### src/rtl/matrix_scan_ctrl_pkg.sv
// Shared definitions for the 5x7 dot-matrix scan controller: geometry, FSM
// encoding and the helper that picks one column out of a packed frame image.
package matrix_scan_ctrl_pkg;

    localparam int NUM_ROWS         = 7;
    localparam int NUM_COLS_DEFAULT = 5;
    localparam int MAX_COLS         = 8;
    localparam int MAX_IMG_W        = NUM_ROWS * MAX_COLS;

    localparam logic [NUM_ROWS-1:0] ROWS_OFF = 7'h7F;

    typedef enum logic [1:0] {
        ST_IDLE  = 2'd0,
        ST_BLANK = 2'd1,
        ST_DRIVE = 2'd2
    } scan_state_t;

    // Image layout: bits [7c+6:7c] hold rows 6..0 of column c, 1 = LED on.
    function automatic logic [NUM_ROWS-1:0] column_slice(
        input logic [MAX_IMG_W-1:0] image,
        input logic [2:0]           col
    );
        return image[col*NUM_ROWS +: NUM_ROWS];
    endfunction

endpackage

### src/rtl/matrix_scan_ctrl_scan_slot_timer.sv
// Column-slot counter: counts through one slot and flags the last blank cycle
// and the last cycle of the slot. Held at zero whenever the scan is not running.
module scan_slot_timer #(
    parameter int CLK_DIV      = 50000,
    parameter int BLANK_CYCLES = 4
) (
    input  logic clk,
    input  logic reset,
    input  logic run,
    output logic blank_end,
    output logic slot_end
);

    localparam int CNT_W = $clog2(CLK_DIV);
    localparam logic [CNT_W-1:0] LAST_BLANK = CNT_W'(BLANK_CYCLES - 1);
    localparam logic [CNT_W-1:0] LAST_SLOT  = CNT_W'(CLK_DIV - 1);

    logic [CNT_W-1:0] count_r;

    assign blank_end = (count_r == LAST_BLANK);
    assign slot_end  = (count_r == LAST_SLOT);

    // Slot counter: wraps at the slot boundary, cleared synchronously when idle.
    always_ff @(posedge clk or posedge reset) begin
        if (reset) begin
            count_r <= '0;
        end else if (!run) begin
            count_r <= '0;
        end else if (slot_end) begin
            count_r <= '0;
        end else begin
            count_r <= count_r + CNT_W'(1);
        end
    end

endmodule

### src/rtl/matrix_scan_ctrl.sv
// Dot-matrix scan controller: steps the column select, drives active-low rows
// with a blanking gap per slot, and double-buffers the frame image.
module matrix_scan_ctrl
    import matrix_scan_ctrl_pkg::*;
#(
    parameter int CLK_DIV      = 50000,
    parameter int BLANK_CYCLES = 4,
    parameter int NUM_COLS     = NUM_COLS_DEFAULT
) (
    input  logic                         clk,
    input  logic                         reset,
    input  logic                         enable,
    input  logic                         load,
    input  logic [NUM_ROWS*NUM_COLS-1:0] load_data,
    output logic                         load_ack,
    output logic [2:0]                   col_sel,
    output logic [NUM_ROWS-1:0]          row_n,
    output logic                         blank,
    output logic                         frame_done,
    output logic                         pending
);

    localparam int         IMG_W    = NUM_ROWS * NUM_COLS;
    localparam logic [2:0] LAST_COL = 3'(NUM_COLS - 1);

    scan_state_t          state_r;
    logic [IMG_W-1:0]     active_r;
    logic [IMG_W-1:0]     shadow_r;
    logic [MAX_IMG_W-1:0] active_pad_s;
    logic                 blank_end_s;
    logic                 slot_end_s;
    logic                 timer_run_s;
    logic                 wrap_s;
    logic                 swap_s;

    assign timer_run_s = enable && (state_r != ST_IDLE);

    scan_slot_timer #(
        .CLK_DIV      (CLK_DIV),
        .BLANK_CYCLES (BLANK_CYCLES)
    ) u_timer (
        .clk       (clk),
        .reset     (reset),
        .run       (timer_run_s),
        .blank_end (blank_end_s),
        .slot_end  (slot_end_s)
    );

    // The last edge of the last column ends the frame; idle also drains the shadow.
    assign wrap_s = enable && (state_r == ST_DRIVE) && slot_end_s && (col_sel == LAST_COL);
    assign swap_s = pending && (wrap_s || (state_r == ST_IDLE));

    // Widen the live image to the fixed layout the slice helper works on.
    always_comb begin
        active_pad_s = '0;
        active_pad_s[IMG_W-1:0] = active_r;
    end

    // Scan FSM with registered column, row and blank outputs.
    always_ff @(posedge clk or posedge reset) begin
        if (reset) begin
            state_r    <= ST_IDLE;
            col_sel    <= 3'd0;
            row_n      <= ROWS_OFF;
            blank      <= 1'b1;
            frame_done <= 1'b0;
        end else if (!enable) begin
            state_r    <= ST_IDLE;
            col_sel    <= 3'd0;
            row_n      <= ROWS_OFF;
            blank      <= 1'b1;
            frame_done <= 1'b0;
        end else begin
            case (state_r)
                ST_IDLE: begin
                    state_r    <= ST_BLANK;
                    col_sel    <= 3'd0;
                    row_n      <= ROWS_OFF;
                    blank      <= 1'b1;
                    frame_done <= 1'b0;
                end
                ST_BLANK: begin
                    frame_done <= 1'b0;
                    if (blank_end_s) begin
                        state_r <= ST_DRIVE;
                        blank   <= 1'b0;
                        row_n   <= ~column_slice(active_pad_s, col_sel);
                    end else begin
                        state_r <= ST_BLANK;
                        blank   <= 1'b1;
                        row_n   <= ROWS_OFF;
                    end
                end
                ST_DRIVE: begin
                    if (slot_end_s) begin
                        // col_sel moves only here, under the blank that follows.
                        state_r    <= ST_BLANK;
                        blank      <= 1'b1;
                        row_n      <= ROWS_OFF;
                        frame_done <= (col_sel == LAST_COL);
                        col_sel    <= (col_sel == LAST_COL) ? 3'd0 : col_sel + 3'd1;
                    end else begin
                        state_r    <= ST_DRIVE;
                        frame_done <= 1'b0;
                    end
                end
                default: begin
                    state_r    <= ST_IDLE;
                    col_sel    <= 3'd0;
                    row_n      <= ROWS_OFF;
                    blank      <= 1'b1;
                    frame_done <= 1'b0;
                end
            endcase
        end
    end

    // Double buffer: loads land in the shadow, the swap reads the pre-edge shadow.
    always_ff @(posedge clk or posedge reset) begin
        if (reset) begin
            active_r <= '0;
            shadow_r <= '0;
            pending  <= 1'b0;
            load_ack <= 1'b0;
        end else begin
            load_ack <= load;
            if (load) begin
                shadow_r <= load_data;
            end
            if (swap_s) begin
                active_r <= shadow_r;
            end
            pending <= load || (pending && !swap_s);
        end
    end

endmodule

### config.mk
export PLATFORM = sky130hd
export DESIGN_NAME = matrix_scan_ctrl
export DESIGN_NICKNAME = d
export VERILOG_FILES = /design/src/rtl/matrix_scan_ctrl_pkg.sv /design/src/rtl/matrix_scan_ctrl_scan_slot_timer.sv /design/src/rtl/matrix_scan_ctrl.sv
export SDC_FILE = /design/constraint.sdc
export NUM_CORES = 1
export LEC_CHECK = 0
export BUFFER_PORTS_ARGS = -buffer_cell sky130_fd_sc_hd__buf_2
export CAP_MARGIN = 10
export CELL_PAD_IN_SITES_DETAIL_PLACEMENT = 1
export CELL_PAD_IN_SITES_GLOBAL_PLACEMENT = 1
export CORE_MARGIN = 5
export CORE_UTILIZATION = 51
export CTS_CLUSTER_SIZE = 30
export DETAILED_ROUTE_END_ITERATION = 8
export GPL_ROUTABILITY_DRIVEN = 0
export PLACE_DENSITY = 0.83
export REMOVE_ABC_BUFFERS = 1
export SLEW_MARGIN = 20
export SYNTH_ARGS = -nofsm -noshare
export SYNTH_HDL_FRONTEND = slang
export SYNTH_SLANG_ARGS = --single-unit
### constraint.sdc
create_clock -name clk -period 5.03 [get_ports clk]
set_input_delay 0.7545 -clock clk [delete_from_list [all_inputs] [get_ports clk]]
set_output_delay 0.7545 -clock clk [all_outputs]
set_load 0.005 [all_outputs]
Word-level counts from Yosys, hierarchy flattened
Index checks and enable logic that the tools add are counted.
- add/sub/neg operators: 2
- multiply operators: 1
- divide/modulo/power cells: 0
- order comparisons: 0
- equality and inequality tests: 7
- shifts and indexed selects: 1
- multiplexer cells: 21
- bitwise logic cells: 1
- reduce and logical (&&, ||, !) cells: 12
- operators by type and width (kind ; number):
    variable part select 56 x 7 -> 7 bit ; 1
    two-way mux 16 bit ; 2
    two-way mux 7 bit ; 3
    adder 16 x 1 -> 16 bit, second input constant ; 1
    == test 16 bit, second input constant ; 1
    == test 16 x 2 -> 1 bit, second input constant ; 1
    case mux 7 bit (2 select lines) ; 1
    two-way mux 3 bit ; 3
    NOT 7 bit ; 1
    logical AND 1 bit ; 6
    multiplier 3 x 3 -> 6 bit, second input constant ; 1
    two-way mux 1 bit ; 6
    two-way mux 2 bit ; 3
    case mux 2 bit (3 select lines) ; 1
    case mux 3 bit (2 select lines) ; 1
    adder 3 x 1 -> 3 bit, second input constant ; 1
    == test 3 bit, second input constant ; 1
    != test 3 bit, second input constant ; 1
    == test 2 x 1 -> 1 bit, second input constant ; 1
    == test 2 bit, second input constant ; 1
    zero test 2 bit ; 1
    logical OR 1 bit ; 2
    != test 2 bit, second input constant ; 1
    case mux 1 bit (2 select lines) ; 1
    other kinds (3) ; 3
- flip-flop bits (word level): 102
- bits in latches: 0
- bits in writable memories: 0
- bits in read-only memories: 0
- bits of input ports: 39
- output and inout port bits: 14
- word-level logic and storage cells: 55
- memories: 0

Longest topological paths before layout
Gate-level depths: netlist (run 1).
- word-level depth: 9
- depth in mapped cells: 8
- gate-level depth less buffers: 6

Cells and area by module
Synthesis (run 1) repeated with hierarchy kept, for this count alone.
- cell total of the unflattened synthesis: 352
- area, all modules: 4521.8 um^2
- modules (own cells, without submodules) (module ; instances ; cells an instance ; area an instance (um^2) ; sequential area each (um^2)):
    matrix_scan_ctrl ; 1 ; 265 ; 3656.0 ; 2162.1
    scan_slot_timer ; 1 ; 87 ; 865.8 ; 400.4

Worst setup path before layout (run 1)
OpenSTA, ideal clock, no wires.
- kind: register -> register
- start point: register u_timer.count_r[11]
- end point: register active_r[0]
- library setup time: 0.125 ns
- data arrival time: 2.148 ns
- required time: 4.905 ns
- setup slack: 2.757 ns
- stages on the path, launching flop included: 8
- buffers on the path: 2
- clock period less this slack: 2.273 ns
- cell sequence: dfrtp_1 -> or4_4 -> nor4b_4 -> nand2_2 -> o2bb2a_4 -> buf_6 -> buf_6 -> mux2_4
- word-level cells in the longest chain between the ends: 5
- ends and longest elaborated chain (element ; RTL line ; text):
    start: declaration ; matrix_scan_ctrl_scan_slot_timer.sv:18 ; logic [CNT_W-1:0] count_r;
    start signal: assignment ; matrix_scan_ctrl_scan_slot_timer.sv:32 ; count_r <= count_r + CNT_W'(1);
    == test 16 bit ; matrix_scan_ctrl_scan_slot_timer.sv:21 ; assign slot_end = (count_r == LAST_SLOT);
    logical AND 1 bit (2 in series) ; matrix_scan_ctrl.sv:50 ; assign wrap_s = enable && (state_r == ST_DRIVE) && slot_end_s && (col_sel == LAST_COL);
    logical OR 1 bit ; matrix_scan_ctrl.sv:51 ; assign swap_s = pending && (wrap_s || (state_r == ST_IDLE));
    logical AND 1 bit ; matrix_scan_ctrl.sv:51 ;
    end signal: assignment ; matrix_scan_ctrl.sv:131 ; active_r <= shadow_r;
    end: declaration ; matrix_scan_ctrl.sv:27 ; logic [IMG_W-1:0] active_r;
Every way passes these cells.
A chain may end at the register's enable or synchronous reset.

Worst setup path in the final report (run 1)
- start point: register u_timer.count_r[11]
- end point: register active_r[10]
The elaborated chain is that of the path after synthesis.

==> results.md, run 1 <==
- Status: completed
- Htree depth: 3
- CTS tree: yes
- Largest net degree at the start of global routing: 53
- CP max-delay cell: or4_4
- Placed cells: 461
- DR WL/cell: 19.2 um
- First-pass iteration count of the detailed router: 4
- WHS: 0.464 ns
- Worst Path Arrival: 2.74 ns
- DPL Wire Length: 6.47 mm
- Cts hold-fix bufs: 0
- Total power draw: 1.73 mW
- Max-slew violations: 0
- Reg power frac: 55.9%
- Die X: 104 um
- Cell Area, Placed: 4790 sq um
- ANT cells: 0
- Main synth FF type: dfrtp_1
- P&R area growth vs syn: 12.2%
- FFs w/ async S/R, synth: 100%
- Hold violation total from the final report: 0
- GRT Residual Overflow: 0
- Reg2reg setup slack: 2.56 ns
- Crit path launch: u_timer.count_r[11]
- Leak: 2.20 nW
- Finished Layout Cells: 477
- Initial DRC count: 80
- Worst Reg-to-Reg Cells: 5
- Cells along the critical path: or4_4 > nor4b_4 > nand2_2 > o2bb2a_4 > mux2_4
- Logic gate share of total power: 12.6%
- Met1 usage: 22.9%
- First-pass GRT wire length: 15.8 mm
- Ys Warns: 0
- Core area: 8640 sq um
- Largest cells by area after synthesis: dfrtp_1 (53%), mux2_2 (10%), mux2_4 (10%)
- CTS Sinks: 102
- Mapped cell area: 4460 sq um
- CTS Buffer Depth: 2
- Row count: 34
- GR Layer Usage met2: 31.3%
- CP Launch Type: flip-flop
- Cell with the most instances after synthesis: dfrtp_1
- Post-synth EDFFs: 0
- Gate Count Post-Synth: 313
- Post-DRT Antenna Nets: 0
- Sw Ratio: 25.3%
- CTS-repair resized insts: 0
- Max Fanout on Critical Path: 35
- IO Pins: 53
- HP Class: input pin to asynchronous set/reset pin
- Critical path class: flip-flop to flip-flop
- Worst Tran Pin Value: 0.881 ns
- Die height: 104 um
- Drc violations: 0
- P_int: 1.29 mW
- Syn avg cell area: 14.2 sq um
- Post-synthesis sequential area ratio: 57.5%
- Cts bufs inserted: 9
- Layout cells sized above 1: 43.4%
- Final min period: 2.47 ns
- Met3 usage: 4.42%
- Starting density of the core: 51.6%
- Reg2reg end: active_r[10]
- Sw Pwr: 0.437 mW
- CP endpoint kind: flip-flop
- Worst flop-to-flop path startpoint: u_timer.count_r[11]
- Top post-synthesis cells by count: dfrtp_1 (94), mux2_2 (40), mux2_4 (30), nor2_1 (24), nand2_1 (9)
- Cell taking the most area after synthesis: dfrtp_1
- Power per cell area: 345 nW/um^2
- Setup_tns: 0 ns
- Distinct cells, synth: 37
- Max-cap violations: 0
- Clock slew at reported path FFs: 0.11 ns
- Final setup margin: 2.56 ns
- Via count: 2661
- CP endpoint: active_r[10]
- Die footprint: 10700 sq um
- Flops & latches, synth: 102
- Antenna violations before repair: 0
- Register area: 2560 sq um
- PortBufs: 52
- Fill count: 868
- Final Net Count: 406
- Tcrit/Tclk final: 49.0%
- Final Skew: 0.0130 ns
- Vias per cell: 5.58
- CTS Root Cell: clkbuf_8
- Max incr delay on CP: 0.55 ns
- Setup violators final: 0
- Clk pwr share: 31.6%
- GR Util All Layers: 18.2%
- Most crowded layer after global routing: met2
- RSZ-0062 raised after global routing: false
- Vias in the first global route: 3089
- Worst EP required: 5.30 ns
- Drt total wl: 9.17 mm
- Multi-input logic area: 1800 sq um
- Fmax achieved: 405 MHz
- Clk_lat worst skew: 0.38 ns
- Yosys top cell area share: 52.7%
- Worst slew margin: 41.3%
- Core Util, Final: 57.9%
- Dpl ws: 2.58 ns
- Fin area: 5000 sq um
- Peak VDD IR: 0.243 mV
- Post-CTS Setup Inserts: 0
registers in the layout (all words and copies together) (netlist names):
name	flops
active_r	35
col_sel	3
u_timer.count_r	16
frame_done	1
row_n	7
blank	1
state_r	2
load_ack	1
pending	1
shadow_r	35
worst min-delay path by stage:
stage | startpoint | endpoint | slack (ns) | cells after the start
after global routing | reset | shadow_r[33] | 0.50 | 2
final | reset | shadow_r[33] | 0.46 | 2
after global placement | u_timer.count_r[0] | u_timer.count_r[0] | 0.47 | 1
after detailed placement | u_timer.count_r[0] | u_timer.count_r[0] | 0.49 | 1
after floorplan | u_timer.count_r[0] | u_timer.count_r[0] | 0.45 | 1
after CTS | reset | shadow_r[33] | 0.47 | 2
layout by cell type (no fill, tap or decap), types with 3 or more instances in the layout:
cell type | synthesis | layout
mux2_2 | 40 | 40
xnor2_1 | 7 | 7
nand4_1 | 4 | 4
nor2b_1 | 7 | 7
mux4_2 | 7 | 7
nor3_1 | 4 | 4
o21ai_0 | 5 | 5
a31oi_1 | 7 | 7
nor2_1 | 24 | 24
o22a_1 | 7 | 7
dfstp_2 | 8 | 8
mux2_4 | 30 | 30
inv_1 | 6 | 5
clkbuf_8 | 0 | 9
xor2_1 | 7 | 7
nand3_1 | 8 | 8
nor4_1 | 3 | 3
ha_1 | 3 | 3
dfrtp_1 | 94 | 94
buf_2 | 0 | 52
nand2_1 | 9 | 9
cell families (layout without fill, tap and decap cells):
family,count (synthesis),count (layout),share of synthesized area (%)
compound gates,27,27,4.43
simple gates,71,71,8.50
fa+ha+maj,3,3,0.842
flops,102,102,57.5
mux,77,77,23.7
buf+inv,19,75,2.27
xor+xnor,14,14,2.75
critical path, delay by kind of cell (launching register included):
family          cells  cell delay [ns]
compound gates      1             0.46
mux                 1             0.39
simple gates        3             1.06
flops               1             0.44
per-layer routing:
layer / routed length (um) / part of all wire [%]
met5: 0 / 0
met4: 96 / 1.0
met3: 329 / 3.6
met2: 4790 / 52
met1: 3950 / 43
area by class of cell:
| cell class | instances | share of cell area, % |
|---|---|---|
| Clock buffer | 9 | 2.48 |
| Clock inverter | 7 | 1.88 |
| Inverter | 6 | 0.500 |
| Multi-Input combinational cell | 192 | 35.9 |
| Sequential cell | 102 | 51.2 |
| Tap cell | 108 | 2.70 |
| Timing Repair Buffer | 53 | 5.35 |
power groups by stage:
| stage | Sequential [mW] | Clock, mW | Combinational (mW) |
|---|---|---|---|
| 2_1_floorplan | 0.955 | 0 | 0.171 |
| 3_3_place_gp | 0.970 | 0 | 0.205 |
| 3_5_place_dp | 0.981 | 0 | 0.222 |
| 4_1_cts | 0.967 | 0.566 | 0.222 |
| 5_1_grt | 0.977 | 0.597 | 0.237 |
| 6_report | 0.965 | 0.546 | 0.217 |
Power figures use the tool's default switching activity.
==> inputs of run 2 (changes only) <==
--- a/config.mk
+++ b/config.mk
@@ -10,11 +10,11 @@
 export CELL_PAD_IN_SITES_DETAIL_PLACEMENT = 1
 export CELL_PAD_IN_SITES_GLOBAL_PLACEMENT = 1
 export CORE_MARGIN = 5
-export CORE_UTILIZATION = 51
+export CORE_UTILIZATION = 43
 export CTS_CLUSTER_SIZE = 30
 export DETAILED_ROUTE_END_ITERATION = 8
 export GPL_ROUTABILITY_DRIVEN = 0
-export PLACE_DENSITY = 0.83
+export PLACE_DENSITY = 0.74
 export REMOVE_ABC_BUFFERS = 1
 export SLEW_MARGIN = 20
 export SYNTH_ARGS = -nofsm -noshare
==> constraint.sdc (replaced) <==
create_clock -name clk -period 2.2 [get_ports clk]
set_input_delay 0.33 -clock clk [delete_from_list [all_inputs] [get_ports clk]]
set_output_delay 0.33 -clock clk [all_outputs]
set_load 0.005 [all_outputs]
==> run 2 against run 1 <==
The run now ends with hold timing left. Worst setup slack worse by 2.5 ns. Routed wire length rose by 0.31%. Critical path depth up 1. Clock skew up 0.0062 ns. First-iteration DRC count fell by 11%.
==> results.md, run 2 (synthesis gave the netlist of run 1 again) <==
- Die height: 112 um (+8.0%)
- CTS Root Cell: clkbuf_8
- Row count: 37 (+8.8%)
- Initial DRC count: 71 (-11%)
- Critical path class: flip-flop to flip-flop
- ANT cells: 0 (unchanged)
- Setup violators final: 0 (unchanged)
- Fmax achieved: 466 MHz (+15%)
- Layout cells sized above 1: 46.5% (+3.2 points)
- Hold violation total from the final report: 4 (+4)
- Cts hold-fix bufs: 0 (unchanged)
- Via count: 2685 (+0.90%)
- WHS: -0.00572 ns (-0.470 ns)
- Worst Tran Pin Value: 0.670 ns (-0.211 ns)
- Worst flop-to-flop path startpoint: u_timer.count_r[10]
- CP Launch Type: flip-flop
- Multi-input logic area: 1800 sq um (+0.42%)
- CTS tree: yes
- Worst slew margin: 54.9% (+14 points)
- Peak VDD IR: 0.317 mV (+30%)
- HP Class: input pin to asynchronous set/reset pin
- Vias per cell: 5.13 (-8.0%)
- Sw Ratio: 26.3% (+0.99 points)
- Final Skew: 0.0192 ns (+0.00624 ns)
- CTS Buffer Depth: 2 (unchanged)
- Leak: 2.31 nW (+4.8%)
- Power per cell area: 745 nW/um^2 (+120%)
- Largest net degree at the start of global routing: 41 (-23%)
- P&R area growth vs syn: 16.9%
- Most frequent cells in the layout: dfrtp_1 (94), buf_2 (52), mux2_2 (40), mux2_4 (30), nor2_1 (24)
- Cell Area, Placed: 4990 sq um (+4.3%)
- Clock slew at reported path FFs: 0.12 ns (about the same)
- Worst EP required: 2.44 ns (-2.86 ns)
- P_int: 2.86 mW (+120%)
- Register area: 2560 sq um (unchanged)
- Max-slew violations: 0 (unchanged)
- Antenna violations before repair: 0 (unchanged)
- Post-DRT Antenna Nets: 0 (unchanged)
- Reg2reg end: active_r[1]
- Total power draw: 3.88 mW (+120%)
- Worst Path Arrival: 2.39 ns (-0.35 ns)
- Drt total wl: 9.20 mm (+0.31%)
- Largest registers: active_r (35), shadow_r (35), u_timer.count_r (16)
- First-pass iteration count of the detailed router: 6 (+2)
- Starting density of the core: 43.6% (-8.1 points)
- Final Net Count: 424 (+4.4%)
- Tcrit/Tclk final: 97.5% (+48 points)
- Reg power frac: 56.6% (+0.7 points)
- Commonest non-fill, non-tap cell in the layout: dfrtp_1
- GR Util All Layers: 15.7% (-2.4 points)
- Vias in the first global route: 3088 (-0.032%)
- Reg2reg setup slack: 0.06 ns (-2.51 ns)
- RSZ-0062 raised after global routing: true
- DPL Wire Length: 6.57 mm (+1.6%)
- Cts bufs inserted: 9 (unchanged)
- CP endpoint kind: flip-flop
- Final min period: 2.14 ns (-0.322 ns)
- Max Fanout on Critical Path: 23 (-34%)
- Max-cap violations: 0 (unchanged)
- PortBufs: 52 (unchanged)
- Die X: 112 um (+8.0%)
- Sw Pwr: 1.02 mW (+130%)
- Die footprint: 12500 sq um (+17%)
- DR WL/cell: 17.6 um (-8.5%)
- Fill count: 1059 (+22%)
- GRT Residual Overflow: 0 (unchanged)
- Setup_tns: 0 ns (unchanged)
- Failing checks: hold timing
- Core area: 10200 sq um (+18%)
- Status: finished with violations
- Htree depth: 3 (unchanged)
- Fin area: 5220 sq um (+4.2%)
- Drc violations: 0 (unchanged)
- Logic gate share of total power: 13.1% (+0.5 points)
- Worst Reg-to-Reg Cells: 6 (+1)
- Clk_lat worst skew: 0.37 ns (about the same)
- CTS Sinks: 102 (unchanged)
- IO Pins: 53 (unchanged)
- First-pass GRT wire length: 15.8 mm (about the same)
- Clk pwr share: 30.3% (-1.3 points)
## run 2: changes by cell type in the layout (fill, tap and decap cells not counted), sizes merged
| cell | delta |
|---|---|
| inv | +1 |
| bufinv | -1 |
| buf | +18 |
## run 2: timing repair
item,in CTS,in global routing
setup endpoints to repair,29,33
gates resized for setup,0,2
buffers inserted,1,1
pin swaps,1,0
hold endpoints to repair,0,0
gates cloned,0,0
## run 2: power groups by stage
stage          Sequential (mW)  Combinational [mW]  Clock (mW)
2_1_floorplan             2.18               0.391           0
5_1_grt                   2.22               0.558        1.30
4_1_cts                   2.20               0.520        1.21
3_3_place_gp              2.22               0.491           0
3_5_place_dp              2.23               0.518           0
6_report                  2.20               0.510        1.18
## run 2: routing by layer
layer,up-vias,GRT usage [%],share of wire (%)
li1,1262,-,-
met3,5,3.59,2.7
met1,1383,20.1,44
met5,-,0,0
met4,0,4.14,0.93
met2,35,27.0,53
## run 2: worst max path at each step
stage / start / endpoint / slack, ns / depth (start not counted)
4_1_cts: u_timer.count_r[10] / active_r[25] / 0.05 / 6
5_1_grt: u_timer.count_r[10] / active_r[15] / -0.02 / 6
2_1_floorplan: reset / active_r[0] / -0.79 / 1
3_5_place_dp: u_timer.count_r[10] / active_r[23] / -0.03 / 6
6_report: u_timer.count_r[10] / active_r[1] / 0.06 / 6
3_3_place_gp: u_timer.count_r[10] / active_r[26] / 0.04 / 6
## run 2: cell type report
cell class / count / area share (%)
clock buffers: 9 / 2.38
clock inverters: 7 / 1.49
inverters: 6 / 0.480
multi-input cells: 192 / 34.6
flip-flops and latches: 102 / 49.1
well taps: 136 / 3.26
repair buffers: 71 / 8.69
## run 2: per-stage QoR
stage / setup WS, ns / instances / util, %
after detailed placement: -0.0250 / 505 / 48.8
after global routing: -0.0225 / 523 / 51.0
after global placement: 0.0435 / 505 / 48.8
after CTS: 0.0524 / 522 / 50.8
after floorplan: -0.792 / 300 / -
final: 0.0556 / 523 / 51.0
## run 2: critical path, cell delays in order (launching register included)
cell and delay (ns):
dfrtp_1 0.39, or4_4 0.56, nor4b_4 0.26, nand2_2 0.10, o2bb2a_4 0.24, buf_12 0.18, mux2_4 0.30
